==> src/rtl/imem_loader.sv <==
// ============================================================================
// Module   : imem_loader
// Function : Boot loader that packs a big-endian byte stream into 32-bit words
//            and writes them to instruction memory while holding the core in
//            reset. Optional macro CHECKSUM_EN adds a trailing XOR check byte.
// Revision : 1.0 - initial release
// ============================================================================
`default_nettype none

module imem_loader #(
  parameter int          DEPTH     = 256,
  parameter int          CNT_W     = 9,
  parameter logic [31:0] BASE_ADDR = 32'h0
) (
  input  logic             clk,
  input  logic             resetN,
  input  logic             start,
  input  logic [CNT_W-1:0] num_words,
  input  logic             byte_valid,
  input  logic [7:0]       byte_data,
  output logic             byte_ready,
  output logic             mem_we,
  output logic [31:0]      mem_addr,
  output logic [31:0]      mem_wdata,
  output logic             cpu_resetN,
  output logic             busy,
  output logic             done,
  output logic             error
);

  typedef enum logic [2:0] {
    S_IDLE  = 3'd0,
    S_LOAD  = 3'd1,
    S_WRITE = 3'd2,
`ifdef CHECKSUM_EN
    S_CHECK = 3'd3,
`endif
    S_DONE  = 3'd4,
    S_ERR   = 3'd5
  } state_e;

  state_e           state_q, state_d;
  logic [CNT_W-1:0] num_words_q, num_words_d;
  logic [CNT_W-1:0] word_idx_q, word_idx_d;
  logic [1:0]       byte_idx_q, byte_idx_d;
  logic [23:0]      word_q, word_d;
  logic [31:0]      mem_addr_q, mem_addr_d;
  logic [31:0]      mem_wdata_q, mem_wdata_d;
  logic             byte_ready_q, byte_ready_d;
  logic             mem_we_q, mem_we_d;
  logic             cpu_resetN_q, cpu_resetN_d;
  logic             busy_q, busy_d;
  logic             done_q, done_d;
  logic             error_q, error_d;
`ifdef CHECKSUM_EN
  logic [7:0]       csum_q, csum_d;
`endif
  logic             w_xfer;

  assign w_xfer = byte_valid && byte_ready_q;

  always_comb begin
    state_d     = state_q;
    num_words_d = num_words_q;
    word_idx_d  = word_idx_q;
    byte_idx_d  = byte_idx_q;
    word_d      = word_q;
    mem_addr_d  = mem_addr_q;
    mem_wdata_d = mem_wdata_q;
`ifdef CHECKSUM_EN
    csum_d      = csum_q;
`endif

    case (state_q)
      S_IDLE, S_DONE, S_ERR: begin
        if (start) begin
          if ((num_words == '0) || (num_words > CNT_W'(DEPTH))) begin
            state_d = S_ERR;
          end else begin
            state_d     = S_LOAD;
            num_words_d = num_words;
            word_idx_d  = '0;
            byte_idx_d  = '0;
            word_d      = '0;
`ifdef CHECKSUM_EN
            csum_d      = '0;
`endif
          end
        end
      end
      S_LOAD: begin
        if (w_xfer) begin
          word_d     = {word_q[15:0], byte_data};
          byte_idx_d = byte_idx_q + 2'd1;
`ifdef CHECKSUM_EN
          csum_d     = csum_q ^ byte_data;
`endif
          // Memory-side registers are loaded here so the word appears with mem_we
          if (byte_idx_q == 2'd3) begin
            state_d     = S_WRITE;
            mem_wdata_d = {word_q, byte_data};
            mem_addr_d  = BASE_ADDR + (32'(word_idx_q) << 2);
          end
        end
      end
      S_WRITE: begin
        if ((word_idx_q + CNT_W'(1)) < num_words_q) begin
          state_d    = S_LOAD;
          word_idx_d = word_idx_q + CNT_W'(1);
        end else begin
`ifdef CHECKSUM_EN
          state_d = S_CHECK;
`else
          state_d = S_DONE;
`endif
        end
      end
`ifdef CHECKSUM_EN
      S_CHECK: begin
        if (w_xfer) begin
          state_d = (byte_data == csum_q) ? S_DONE : S_ERR;
        end
      end
`endif
      default: state_d = S_IDLE;
    endcase

    // Outputs are decoded from the next state so every port is a flop
    byte_ready_d = (state_d == S_LOAD);
`ifdef CHECKSUM_EN
    if (state_d == S_CHECK) byte_ready_d = 1'b1;
`endif
    mem_we_d     = (state_d == S_WRITE);
    busy_d       = byte_ready_d || mem_we_d;
    done_d       = (state_d == S_DONE);
    error_d      = (state_d == S_ERR);
    cpu_resetN_d = (state_d == S_DONE);
  end

  always_ff @(posedge clk) begin
    if (!resetN) begin
      state_q      <= S_IDLE;
      num_words_q  <= '0;
      word_idx_q   <= '0;
      byte_idx_q   <= '0;
      word_q       <= '0;
      mem_addr_q   <= '0;
      mem_wdata_q  <= '0;
      byte_ready_q <= 1'b0;
      mem_we_q     <= 1'b0;
      cpu_resetN_q <= 1'b0;
      busy_q       <= 1'b0;
      done_q       <= 1'b0;
      error_q      <= 1'b0;
`ifdef CHECKSUM_EN
      csum_q       <= '0;
`endif
    end else begin
      state_q      <= state_d;
      num_words_q  <= num_words_d;
      word_idx_q   <= word_idx_d;
      byte_idx_q   <= byte_idx_d;
      word_q       <= word_d;
      mem_addr_q   <= mem_addr_d;
      mem_wdata_q  <= mem_wdata_d;
      byte_ready_q <= byte_ready_d;
      mem_we_q     <= mem_we_d;
      cpu_resetN_q <= cpu_resetN_d;
      busy_q       <= busy_d;
      done_q       <= done_d;
      error_q      <= error_d;
`ifdef CHECKSUM_EN
      csum_q       <= csum_d;
`endif
    end
  end

  assign byte_ready = byte_ready_q;
  assign mem_we     = mem_we_q;
  assign mem_addr   = mem_addr_q;
  assign mem_wdata  = mem_wdata_q;
  assign cpu_resetN = cpu_resetN_q;
  assign busy       = busy_q;
  assign done       = done_q;
  assign error      = error_q;

endmodule

`default_nettype wire

==> config.mk <==
export PLATFORM = sky130hd
export DESIGN_NAME = imem_loader
export DESIGN_NICKNAME = d
export VERILOG_FILES = /design/src/rtl/imem_loader.sv
export SDC_FILE = /design/constraint.sdc
export NUM_CORES = 1
export LEC_CHECK = 0
export ABC_AREA = 1
export CAP_MARGIN = 15
export CORE_MARGIN = 3
export CORE_UTILIZATION = 30
export CTS_CLUSTER_SIZE = 14
export DETAILED_ROUTE_END_ITERATION = 16
export PLACE_DENSITY = 0.53
export REMOVE_ABC_BUFFERS = 1
export SYNTH_ARGS = -nofsm -noshare
export SYNTH_HDL_FRONTEND = slang
export SYNTH_SLANG_ARGS = --single-unit
==> constraint.sdc <==
create_clock -name clk -period 5.08 [get_ports clk]
set_input_delay 1.27 -clock clk [delete_from_list [all_inputs] [get_ports clk]]
set_output_delay 1.27 -clock clk [all_outputs]
set_load 0.02 [all_outputs]
==> reports/qor.csv <==
metric;value;unit
clock sink count;93;
crit path kind;in2reg;
# diodes;0;
largest net degree at the start of global routing;47;
mux cell area share after synthesis;0;
fraction of the mapped netlist area in adder cells;0.02997;
worst path bufs/invs;3;
Top-Level Pins;91;
Worst setup startpoint;byte_valid;
Fmax;0.2903;GHz
CP max FO;46;
cts bufs inserted;9;
Post-Syn Area;0.004175;mm2
via count;3491;
area occupied by multi-input gates;0.001911;mm2
Worst Path Required;5.30;ns
register bit total from synthesis;93;
initial antenna violation count;0;
Power Dens Cells;313.1;mW/mm2
final setup vio count;0;
Max-Cap Viols;0;
num rows;42;
cell count after synthesis;524;
Synth Area in Compound Gates;0.1235;
min cycle time layout;3.445;ns
cts repair resizes;0;
height of the die;124.0;um
Clock Latency Late Sink;0.33;ns
clock skew;0.008738;ns
peak supply drop;0.1874;mV
Post-CTS Setup Repair Bufs;0;
crit path cell chain;clkdlybuf4s50_1 > nand2_1 > inv_2 > nand2_1 > nor2_8 > inv_2 > nor2_1 > nor2_1;
register area share after synthesis;0.4459;
Tcrit/Tclk final;0.6782;
XOR/XNOR share of the synthesized area;0.01049;
clock slew at reported path FFs;0.06;ns
Synth Warn #;0;
Total GRT Usage;0.1248;
Area Growth Syn to Fin;23.13;%
CTS tree;yes;
Netlist cell types;31;
ys flop type;dfxtp_1;
Final TNS setup;0;ns
Iteration-0 DRC Markers;147;
status;completed;
Avg Inst Size Synth;7.968;um2
Die Width;124.0;um
RSZ-0062 raised after global routing;no;
NumNets Final;602;
slowest CP cell;nor2_8;
Placer Congestion;0.7486;
CP max stage delay;0.49;ns
DRC Markers;0;
Routed Antenna Nets;0;
Slew Limit Headroom;0.4405;
Worst Tran Pin Value;0.8381;ns
die area;0.01537;mm2
DR pass1 iterations;4;
share of cells above drive strength 1;0.09549;
Pins Over Slew Limit;0;
Startpoint Class;input port;
final wirelength;9.469;mm
DP Wirelength;6.230;mm
cts hold-fix bufs;0;
largest family of logic cells by synthesized area;simple AND/OR/NAND/NOR gates;
hold path startpoint;word_idx_q[8]$_SDFFE_PN0P_;
Overflow after GRT;0;
fillers;1373;
kind of cell adding the most delay to the critical path;buffers and inverters;
CORE AREA;0.01340;mm2
H-tree Lvls;3;
initial cell density of the core;0.3116;
Register Area;0.001862;mm2
Max clock buf depth;2;
vias in the first global route;3367;
wire per inst;12.59;um
CP endpoint kind;flop;
IO Port Bufs;67;
ys async rst share;0;
worst r2r src;word_idx_q[0]$_SDFFE_PN0P_;
root buffer cell;clkbuf_16;
simple-gate area share of the yosys netlist;0.2730;
vias per inst;4.642;
Final Hold Viols;0;
worst min path class;reg2reg;
EDFF count, synth;0;
first-pass GRT wire length;15.66;mm
Final Non-Filler Cells;752;
Inst Count DP;736;
crit path DAT;3.67;ns
Lkg Pwr;2.098;nW
[where the power goes]
| group | internal (mW) | switching, mW | total (mW) | leakage (nW) |
|---|---|---|---|---|
| sequential | 0.739 | 0.00665 | 0.746 | 0.751 |
| clock | 0.448 | 0.284 | 0.732 | 0.156 |
| combinational | 0.0399 | 0.0921 | 0.132 | 1.19 |
[cell type report]
type / instances / share of cell area
Clock inverter: 6 / 0.01801
Clock buffer: 10 / 0.04648
Sequential cell: 93 / 0.3621
Multi-Input combinational cell: 362 / 0.3716
Tap cell: 176 / 0.04283
Timing Repair Buffer: 68 / 0.1319
Inverter: 37 / 0.02701
[per-layer routing]
metal | GRT usage | share of wire
met2 | 0.2126 | 0.50
met4 | 0.03901 | 0.011
met5 | 0 | 0
met1 | 0.1641 | 0.46
met3 | 0.01680 | 0.036
[layout by cell type (no fill, tap or decap), drive strengths merged, types with 5 or more instances in the layout]
| master | count |
|---|---|
| nand2 | 57 |
| conb | 23 |
| o21ai | 47 |
| nor2 | 95 |
| dfxtp | 93 |
| ha | 10 |
| clkbuf | 10 |
| inv | 38 |
| a21oi | 52 |
| nand3 | 40 |
| xor2 | 5 |
| nand4 | 28 |
| clkdlybuf4s50 | 67 |
[logic make-up (layout without fill, tap and decap cells)]
group,count (synthesis),after routing
XOR/XNOR,5,5
AND/OR/NAND/NOR,223,223
AO/OA/AOI/OAI,101,101
flip-flops,93,93
other,1,23
adder cells (fa/ha/maj),10,10
buffers and inverters,91,121
[worst paths after layout]
kind                           endpoint  slack, ns  cells after the start
max          mem_wdata[17]$_SDFFE_PN0P_       1.63                      8
min          word_idx_q[8]$_SDFFE_PN0P_       0.46                      2
max reg2reg  word_idx_q[7]$_SDFFE_PN0P_       2.59                     14
min reg2reg  word_idx_q[8]$_SDFFE_PN0P_       0.46                      2
[registers in the layout (all words and copies together) (netlist names)]
name and count:
byte_idx_q 2, mem_we 1, busy 1, error 1
done 1, byte_ready 1, word_idx_q 9, mem_wdata 32
state_q 3, mem_addr 9, num_words_q 9, word_q 24
[synthesized netlist by cell type (7+ instances only)]
cell type	instances	area, um2
nand3_2	21	210.2
o21ai_0	44	220.2
a21oi_1	52	260.3
dfxtp_1	93	1862
inv_2	7	26.28
nor2_1	91	341.6
nand2_1	53	198.9
nand4_1	28	175.2
ha_1	10	125.1
nand3_1	19	95.09
clkbuf_1	16	60.06
inv_1	29	108.9
buf_4	27	202.7
[worst reg2reg max path: cells and delay by family (launching register included)]
family	cells	cell delay, ns
AOI/OAI and AO/OA	1	0.07
xor gates and xnor gates	1	0.14
adders and majority gates	2	0.49
buffers and inverters	3	0.41
DFF	1	0.39
and+or+nand+nor	7	0.84
[stage by stage]
stage | power (mW) | cell area, um2 | setup slack (ns) | hold WS, ns | util
2_1_floorplan | 0.8439 | 3911 | 2.379 | 0.4409 | -
3_3_place_gp | 0.8931 | 4810 | 1.282 | 0.4528 | 0.3589
3_5_place_dp | 0.8947 | 4810 | 1.271 | 0.4522 | 0.3589
4_1_cts | 1.629 | 5141 | 1.642 | 0.4623 | 0.3837
5_1_grt | 1.678 | 5141 | 1.370 | 0.4795 | 0.3837
6_report | 1.610 | 5141 | 1.635 | 0.4594 | 0.3837
(Power assumes the default switching activity.)
